## src/rtl/measure_sched_pkg.sv

```systemverilog
// Shared definitions for the multibank epoch scheduler:
// FSM state encoding, a constant clog2 helper and the default bank-index width.
package measure_sched_pkg;

  typedef enum logic [2:0] {
    ST_IDLE  = 3'd0,
    ST_RD    = 3'd1,
    ST_WAIT  = 3'd2,
    ST_ISSUE = 3'd3,
    ST_UPD   = 3'd4,
    ST_WB    = 3'd5
  } sched_state_t;

  // Ceiling log2; returns 0 for value <= 1.
  function automatic int clog2(input int value);
    int v;
    int r;
    v = value - 1;
    r = 0;
    while (v > 0) begin
      r++;
      v = v >> 1;
    end
    return r;
  endfunction

  localparam int C_N_BANKS_DEFAULT = 4;
  localparam int C_BANK_IDX_W      = clog2(C_N_BANKS_DEFAULT);

endpackage

```

## src/rtl/sched_req_fifo.sv

```systemverilog
// First-word-fall-through request FIFO holding {length, id} records.
// A push while full is accepted only when a pop happens in the same cycle.
module sched_req_fifo
  import measure_sched_pkg::*;
#(
  parameter int C_WIDTH      = 28,
  parameter int C_DEPTH_BITS = 4
) (
  input  logic               clk,
  input  logic               rst,
  input  logic               push,
  input  logic [C_WIDTH-1:0] din,
  input  logic               pop,
  output logic [C_WIDTH-1:0] dout,
  output logic               full,
  output logic               empty
);

  localparam int DEPTH = 2 ** C_DEPTH_BITS;

  logic [C_WIDTH-1:0]  mem [DEPTH];
  logic [C_DEPTH_BITS:0] wr_ptr;
  logic [C_DEPTH_BITS:0] rd_ptr;
  logic                do_push;
  logic                do_pop;

  assign empty   = (wr_ptr == rd_ptr);
  assign full    = (wr_ptr[C_DEPTH_BITS] != rd_ptr[C_DEPTH_BITS]) &&
                   (wr_ptr[C_DEPTH_BITS-1:0] == rd_ptr[C_DEPTH_BITS-1:0]);
  assign do_pop  = pop && !empty;
  assign do_push = push && (!full || do_pop);
  assign dout    = mem[rd_ptr[C_DEPTH_BITS-1:0]];

  // Storage array; contents are don't-care while empty, so no reset.
  always_ff @(posedge clk) begin
    if (do_push) mem[wr_ptr[C_DEPTH_BITS-1:0]] <= din;
  end

  // Read/write pointers with a wrap bit to tell full from empty.
  always_ff @(posedge clk or posedge rst) begin
    if (rst) begin
      wr_ptr <= '0;
      rd_ptr <= '0;
    end else begin
      if (do_push) wr_ptr <= wr_ptr + 1'b1;
      if (do_pop)  rd_ptr <= rd_ptr + 1'b1;
    end
  end

endmodule

```

## src/rtl/multibank_epoch_scheduler.sv

```systemverilog
// Multibank epoch scheduler: rotates counter banks across fixed-length epochs,
// runs one read-modify-write per packet record through the external calc stage,
// and flags the previous epoch's bank readable to the collector.
// Optional build macro: SCHED_DROP_CNT_EN adds out_drop_cnt (saturating count of dropped pushes).
// C_RAM_LAT must be at least 2 (RD is always followed by at least one WAIT cycle).
//
// state | meaning
// IDLE  | waiting for a record, enable and the write window
// RD    | read enable to the locked bank, address = locked id
// WAIT  | read enable held until RAM data is valid
// ISSUE | one-cycle out_next_valid to calc, record popped
// UPD   | waiting for calc result with matching id, timeout running
// WB    | one-cycle write of the calc result into the locked bank
module multibank_epoch_scheduler
  import measure_sched_pkg::*;
#(
  parameter int C_LENGTH_WIDTH    = 16,
  parameter int C_ID_WIDTH        = 12,
  parameter int C_COUNTER_WIDTH   = 20,
  parameter int C_N_BANKS         = 4,
  parameter int C_FIFO_DEPTH_BITS = 4,
  parameter int C_MIN_PERIOD      = 500,
  parameter int C_GUARD           = 10,
  parameter int C_RAM_LAT         = 2,
  parameter int C_UPD_TIMEOUT     = 64
) (
  input  logic                                 clk,
  input  logic                                 rst,
  input  logic                                 in_enable,
  input  logic [31:0]                          in_time_p,
  input  logic                                 in_sdn_valid,
  input  logic [C_LENGTH_WIDTH-1:0]            in_sdn_length,
  input  logic [C_ID_WIDTH-1:0]                in_sdn_id,
  output logic                                 out_sdn_full,
  output logic                                 out_next_valid,
  output logic [C_COUNTER_WIDTH-1:0]           out_next_counter,
  output logic [C_LENGTH_WIDTH-1:0]            out_next_length,
  output logic [C_ID_WIDTH-1:0]                out_next_id,
  output logic [clog2(C_N_BANKS)-1:0]          out_next_bank,
  input  logic                                 in_update_c_valid,
  input  logic [C_COUNTER_WIDTH-1:0]           in_update_counter_data,
  input  logic [C_ID_WIDTH-1:0]                in_update_id_data,
  output logic [C_N_BANKS-1:0]                 out_ready_read,
  output logic [clog2(C_N_BANKS)-1:0]          out_epoch_idx,
  output logic [C_N_BANKS-1:0]                 out_ram_en,
  output logic [C_N_BANKS-1:0]                 out_ram_we,
  output logic [C_ID_WIDTH-1:0]                out_ram_addr,
  output logic [C_COUNTER_WIDTH-1:0]           out_ram_din,
  input  logic [C_N_BANKS*C_COUNTER_WIDTH-1:0] in_ram_dout,
  output logic                                 out_err_timeout
`ifdef SCHED_DROP_CNT_EN
  ,
  output logic [31:0]                          out_drop_cnt
`endif
);

  localparam int BW    = clog2(C_N_BANKS);
  localparam int LAT_W = clog2(C_RAM_LAT + 1);
  localparam int TMO_W = clog2(C_UPD_TIMEOUT + 1);
  localparam int REC_W = C_LENGTH_WIDTH + C_ID_WIDTH;

  sched_state_t                state;
  sched_state_t                state_nxt;
  logic [31:0]                 time_cnt;
  logic [31:0]                 period;
  logic [BW-1:0]               epoch_idx;
  logic [BW-1:0]               rd_bank;
  logic                        in_window;
  logic                        start_ok;
  logic                        upd_hit;
  logic                        lock;
  logic                        fifo_pop;
  logic                        fifo_empty;
  logic [REC_W-1:0]            fifo_dout;
  logic [BW-1:0]               lk_bank;
  logic [C_ID_WIDTH-1:0]       lk_id;
  logic [C_LENGTH_WIDTH-1:0]   lk_len;
  logic [LAT_W-1:0]            lat_cnt;
  logic [TMO_W-1:0]            tmo_cnt;
  logic [C_COUNTER_WIDTH-1:0]  upd_data;
  logic [C_COUNTER_WIDTH-1:0]  dout_bank [C_N_BANKS];

  for (genvar b = 0; b < C_N_BANKS; b++) begin : g_dout
    assign dout_bank[b] = in_ram_dout[b*C_COUNTER_WIDTH +: C_COUNTER_WIDTH];
  end

  sched_req_fifo #(
    .C_WIDTH      (REC_W),
    .C_DEPTH_BITS (C_FIFO_DEPTH_BITS)
  ) u_fifo (
    .clk   (clk),
    .rst   (rst),
    .push  (in_sdn_valid),
    .din   ({in_sdn_length, in_sdn_id}),
    .pop   (fifo_pop),
    .dout  (fifo_dout),
    .full  (out_sdn_full),
    .empty (fifo_empty)
  );

  assign in_window     = (time_cnt >= 32'(C_GUARD)) && (time_cnt < period - 32'(C_GUARD));
  assign start_ok      = !fifo_empty && in_enable && in_window;
  assign upd_hit       = in_update_c_valid && (in_update_id_data == lk_id);
  assign rd_bank       = epoch_idx - BW'(1);
  assign out_epoch_idx = epoch_idx;

  // Epoch timer; the next period is sampled and clamped at each wrap.
  always_ff @(posedge clk or posedge rst) begin
    if (rst) begin
      time_cnt  <= '0;
      epoch_idx <= '0;
      period    <= 32'(C_MIN_PERIOD);
    end else if (time_cnt == period - 32'd1) begin
      time_cnt  <= '0;
      epoch_idx <= epoch_idx + BW'(1);
      period    <= (in_time_p < 32'(C_MIN_PERIOD)) ? 32'(C_MIN_PERIOD) : in_time_p;
    end else begin
      time_cnt  <= time_cnt + 32'd1;
    end
  end

  // Readable-bank flag for the collector, cleared during the guard bands.
  always_ff @(posedge clk or posedge rst) begin
    if (rst) out_ready_read <= '0;
    else     out_ready_read <= in_window ? (C_N_BANKS'(1) << rd_bank) : '0;
  end

  // FSM state register.
  always_ff @(posedge clk or posedge rst) begin
    if (rst) state <= ST_IDLE;
    else     state <= state_nxt;
  end

  // Locked record, RAM latency / update timeout down-counters and captured calc result.
  always_ff @(posedge clk or posedge rst) begin
    if (rst) begin
      lk_bank  <= '0;
      lk_id    <= '0;
      lk_len   <= '0;
      lat_cnt  <= '0;
      tmo_cnt  <= '0;
      upd_data <= '0;
    end else begin
      if (lock) begin
        lk_bank <= epoch_idx;
        lk_id   <= fifo_dout[C_ID_WIDTH-1:0];
        lk_len  <= fifo_dout[REC_W-1:C_ID_WIDTH];
      end
      if (state == ST_RD)
        lat_cnt <= LAT_W'(C_RAM_LAT - 2);
      else if (state == ST_WAIT && lat_cnt != '0)
        lat_cnt <= lat_cnt - LAT_W'(1);
      if (state == ST_ISSUE)
        tmo_cnt <= TMO_W'(C_UPD_TIMEOUT);
      else if (state == ST_UPD)
        tmo_cnt <= tmo_cnt - TMO_W'(1);
      if (state == ST_UPD && upd_hit)
        upd_data <= in_update_counter_data;
    end
  end

  // Next-state and output decode; the locked bank is used even after an epoch wrap.
  always_comb begin
    state_nxt        = state;
    lock             = 1'b0;
    fifo_pop         = 1'b0;
    out_next_valid   = 1'b0;
    out_next_counter = '0;
    out_next_length  = '0;
    out_next_id      = '0;
    out_next_bank    = '0;
    out_ram_en       = '0;
    out_ram_we       = '0;
    out_ram_addr     = '0;
    out_ram_din      = '0;
    out_err_timeout  = 1'b0;
    case (state)
      ST_IDLE: begin
        if (start_ok) begin
          lock      = 1'b1;
          state_nxt = ST_RD;
        end
      end
      ST_RD: begin
        out_ram_en[lk_bank] = 1'b1;
        out_ram_addr        = lk_id;
        state_nxt           = ST_WAIT;
      end
      ST_WAIT: begin
        out_ram_en[lk_bank] = 1'b1;
        out_ram_addr        = lk_id;
        if (lat_cnt == '0) state_nxt = ST_ISSUE;
      end
      ST_ISSUE: begin
        out_next_valid   = 1'b1;
        out_next_counter = dout_bank[lk_bank];
        out_next_length  = lk_len;
        out_next_id      = lk_id;
        out_next_bank    = lk_bank;
        fifo_pop         = 1'b1;
        state_nxt        = ST_UPD;
      end
      ST_UPD: begin
        if (upd_hit) begin
          state_nxt = ST_WB;
        end else if (tmo_cnt == TMO_W'(1)) begin
          out_err_timeout = 1'b1;
          state_nxt       = ST_IDLE;
        end
      end
      ST_WB: begin
        out_ram_en[lk_bank] = 1'b1;
        out_ram_we[lk_bank] = 1'b1;
        out_ram_addr        = lk_id;
        out_ram_din         = upd_data;
        if (start_ok) begin
          lock      = 1'b1;
          state_nxt = ST_RD;
        end else begin
          state_nxt = ST_IDLE;
        end
      end
      default: state_nxt = ST_IDLE;
    endcase
  end

`ifdef SCHED_DROP_CNT_EN
  // Saturating count of records lost because the FIFO was full.
  always_ff @(posedge clk or posedge rst) begin
    if (rst)
      out_drop_cnt <= '0;
    else if (in_sdn_valid && out_sdn_full && !fifo_pop && out_drop_cnt != 32'hFFFF_FFFF)
      out_drop_cnt <= out_drop_cnt + 32'd1;
  end
`endif

endmodule

```

## config.mk

```make
export PLATFORM = sky130hd
export DESIGN_NAME = multibank_epoch_scheduler
export DESIGN_NICKNAME = d
export VERILOG_FILES = /design/src/rtl/measure_sched_pkg.sv /design/src/rtl/sched_req_fifo.sv /design/src/rtl/multibank_epoch_scheduler.sv
export SDC_FILE = /design/constraint.sdc
export NUM_CORES = 1
export LEC_CHECK = 0
export ABC_CLOCK_PERIOD_IN_PS = 5800
export BUFFER_PORTS_ARGS = -buffer_cell sky130_fd_sc_hd__clkbuf_2
export CAP_MARGIN = 10
export CORE_ASPECT_RATIO = 0.5
export CORE_MARGIN = 2
export CORE_UTILIZATION = 50
export CTS_CLUSTER_DIAMETER = 200
export DETAILED_ROUTE_END_ITERATION = 8
export PLACE_DENSITY = 0.69
export SLEW_MARGIN = 20
export SYNTH_ARGS = -nofsm -noshare
export SYNTH_HDL_FRONTEND = slang
export SYNTH_SLANG_ARGS = --single-unit
```

## constraint.sdc

```tcl
create_clock -name clk -period 5.8 [get_ports clk]
set_clock_uncertainty 0.05 [all_clocks]
set_input_delay 0.87 -clock clk [delete_from_list [all_inputs] [get_ports clk]]
set_output_delay 0.87 -clock clk [all_outputs]
set_load 0.1 [all_outputs]
```

==> results.json <==
{
  "postCtsSetupBuffers": 0,
  "syn-num-nets": 1863,
  "cp.required_ps": 6200,
  "rsz0062_at_grt": "no",
  "endpoint_kind": "flop",
  "core_um2": 52300,
  "ys_types": 61,
  "place_hpwl_um": 39600,
  "drcViolationCount": 2,
  "syn_area_um2": 26600,
  "outcome": "finished, violations left",
  "maxSlewHeadroom": 0.260,
  "finalSetupTns_ps": 0,
  "synth_top_cell_by_area": "edfxtp_1",
  "grt_pass1_wl_um": 95800,
  "dr.pass1.iters": 7,
  "die_h_um": 167,
  "ir_drop_uv": 225,
  "grt_use_total": 0.230,
  "synth_area_leaders": "edfxtp_1 51%, mux4_2 14%, dfrtp_1 13%",
  "ys.flop_type": "edfxtp_1",
  "rr_startpoint": "period[9]",
  "die_area_um2": 55200,
  "clkSinkCount": 590,
  "routed_wl_um": 62900,
  "yosysMostFrequentCell": "edfxtp_1",
  "timing.hold.ws_ps": 433,
  "min_period_ps": 4700,
  "slew_viol_final": 0,
  "grt_start_max_net_pins": 87,
  "fmax_mhz": 213,
  "synth.top_cells.by_count": "448 x edfxtp_1, 160 x mux4_2, 136 x dfrtp_1",
  "cts_root_buf": "clkbuf_16",
  "critical_path_class": "reg -> reg",
  "start_util": 0.509,
  "stdcell_count": 2640,
  "gp_congestion": 0.903,
  "avgSynthCellArea_um2": 16.3,
  "gr-total-overflow": 0,
  "cts_made_buffers": 50,
  "synth_edf_count": 448,
  "drt_iter0_drc": 1798,
  "final_core_util": 0.584,
  "num_antenna_cells": 0,
  "p_per_area_nw_per_um2": 317,
  "num_rows": 59,
  "drv_cap": 0,
  "power.leakage_nw": 11.6,
  "dp_cells": 2547,
  "grt_pass1_vias": 15500,
  "ys_ff_latch": 590,
  "min_period_over_period": 0.810,
  "ff2ff_path_depth": 16,
  "holdBufCountCts": 0,
  "port_buffers": 275,
  "via_per_inst": 5.88,
  "htree_levels": 2,
  "die_w_um": 330,
  "worstMarginPinSlew_ps": 1110,
  "antenna_left": 0,
  "finalSetupViolCount": 0,
  "antenna_found_initial": 1,
  "layout.nets": 2123,
  "netlist.area_leader.share": 0.505,
  "r2r_setup_slack_ps": 1100,
  "cts_tree": "done",
  "cp_max_fo": 30,
  "wl_per_cell_um": 23.8,
  "crit_arrival_ps": 5100,
  "path_clk_slew_ps": 60,
  "cts_max_path_buffers": 3,
  "hold_path_class": "in -> async",
  "synth_seq_area_share": 0.639,
  "vias": 15500,
  "clk_latency_ps": 600,
  "ys_warn_count": 0,
  "finalHoldViolations": 0,
  "syn_inst": 1638,
  "post_cts_resized": 0,
  "area_delta_synth_final_pct": 14.6,
  "async_flop_share": 0.241,
  "violations": "design-rule violations",
  "worstSetupStartpointType": "flop",
  "drive_gt1_frac": 0.336,
  "rr_endpoint": "lk_id[2]",
  "ios": 276
}
[area by class of cell]
cell class              instances  area (µm²)
repair buffers                309        1650
multi-input cells             925        9200
clock buffers                  69        1370
clock inverters                24         290
fillers                      3992       21800
inverters                      22        87.6
flip-flops and latches        590       17000
well taps                     701         877
[cells in the final DEF, fill, tap and decap left out, drive strengths merged, types with 4 or more instances in the layout]
master,synthesis,layout
xnor2,77,77
bufinv,0,5
a21o,14,14
nand4,28,28
and4,7,7
clkinv,0,19
xor2,50,50
or3,4,4
nor3b,4,4
nor2b,14,14
nor2,94,94
nand3,26,26
o21a,4,4
a211oi,4,4
clkbuf,76,344
nand2b,8,8
or4,8,8
nor4,31,31
a21oi,14,14
edfxtp,448,448
o211ai,5,5
o21ai,19,19
dfstp,6,6
nor3,27,27
buf,25,34
dfrtp,136,136
inv,22,22
ha,48,48
nand2,59,59
and3,82,82
mux2i,8,8
mux4,160,160
and2,21,21
mux2,76,76
[logic make-up (layout without fill, tap and decap cells)]
| logic type | count (synthesis) | after routing | synth area share |
|---|---|---|---|
| compound gates | 81 | 81 | 0.0204 |
| xor+xnor | 127 | 127 | 0.0418 |
| fa+ha+maj | 48 | 48 | 0.0226 |
| buf+inv | 123 | 424 | 0.0196 |
| flops | 590 | 590 | 0.639 |
| mux | 244 | 244 | 0.171 |
| simple gates | 425 | 425 | 0.0859 |
[stage by stage]
step	total power, W	setup WS, ps	area [µm²]
final	0.00966	1100	30500
after global routing	0.0100	615	30500
after CTS	0.00973	1150	30500
after detailed placement	0.00633	1150	28800
after global placement	0.00630	1230	28800
after floorplan	0.00583	1080	26600
[sequential cells by signal (all words and copies together) (netlist names)]
| register | flops |
|---|---|
| out_ready_read | 4 |
| u_fifo.mem | 448 |
| lk_len | 16 |
| upd_data | 20 |
| out_epoch_idx | 2 |
| u_fifo.wr_ptr | 5 |
| period | 32 |
| state | 3 |
| lk_bank | 2 |
| u_fifo.rd_ptr | 5 |
| tmo_cnt | 7 |
| lk_id | 12 |
| time_cnt | 32 |
| lat_cnt | 2 |
[worst max path at each step]
| stage | start | end | slack, ps | depth (start not counted) |
|---|---|---|---|---|
| 6_report | period[9] | lk_id[2] | 1100 | 16 |
| 3_5_place_dp | period[9] | lk_len[2] | 1150 | 16 |
| 2_1_floorplan | rst | lat_cnt[0] | 1080 | 1 |
| 3_3_place_gp | period[9] | lk_len[6] | 1230 | 16 |
| 5_1_grt | period[9] | lk_id[8] | 610 | 16 |
| 4_1_cts | period[9] | lk_id[2] | 1150 | 16 |
[power breakdown]
| part | leakage [nW] | switching (W) | total (W) | internal [W] |
|---|---|---|---|---|
| logic | 4.83 | 0.000655 | 0.00103 | 0.000377 |
| clock network | 0.812 | 0.00152 | 0.00341 | 0.00189 |
| registers | 5.91 | 0.000212 | 0.00521 | 0.00500 |
| total | 11.6 | 0.00239 | 0.00966 | 0.00727 |
[critical path, cell delays in order, from the launching register on]
cell and delay (ps):
dfrtp_1 460, nor4_2 750, and3_1 340, nand2_1 110, nor3_1 320, nand2_1 210, nor2_1 160, xnor2_1 90
ha_1 300, nand4_1 140, nor3_1 290, o21ai_0 130, o2111ai_1 130, nor2_1 90, nand2_2 70, buf_4 500
mux2_2 400
[per-layer routing]
| metal | vias to the layer above | GRT usage | wire (µm) |
|---|---|---|---|
| met4 | 0 | 0.0515 | 1300 |
| met1 | 8089 | 0.341 | 28200 |
| met5 | - | 0 | 0 |
| met2 | 433 | 0.363 | 29900 |
| li1 | 6903 | - | - |
| met3 | 95 | 0.0372 | 3400 |
No activity file was read; power rests on OpenSTA's default activity.
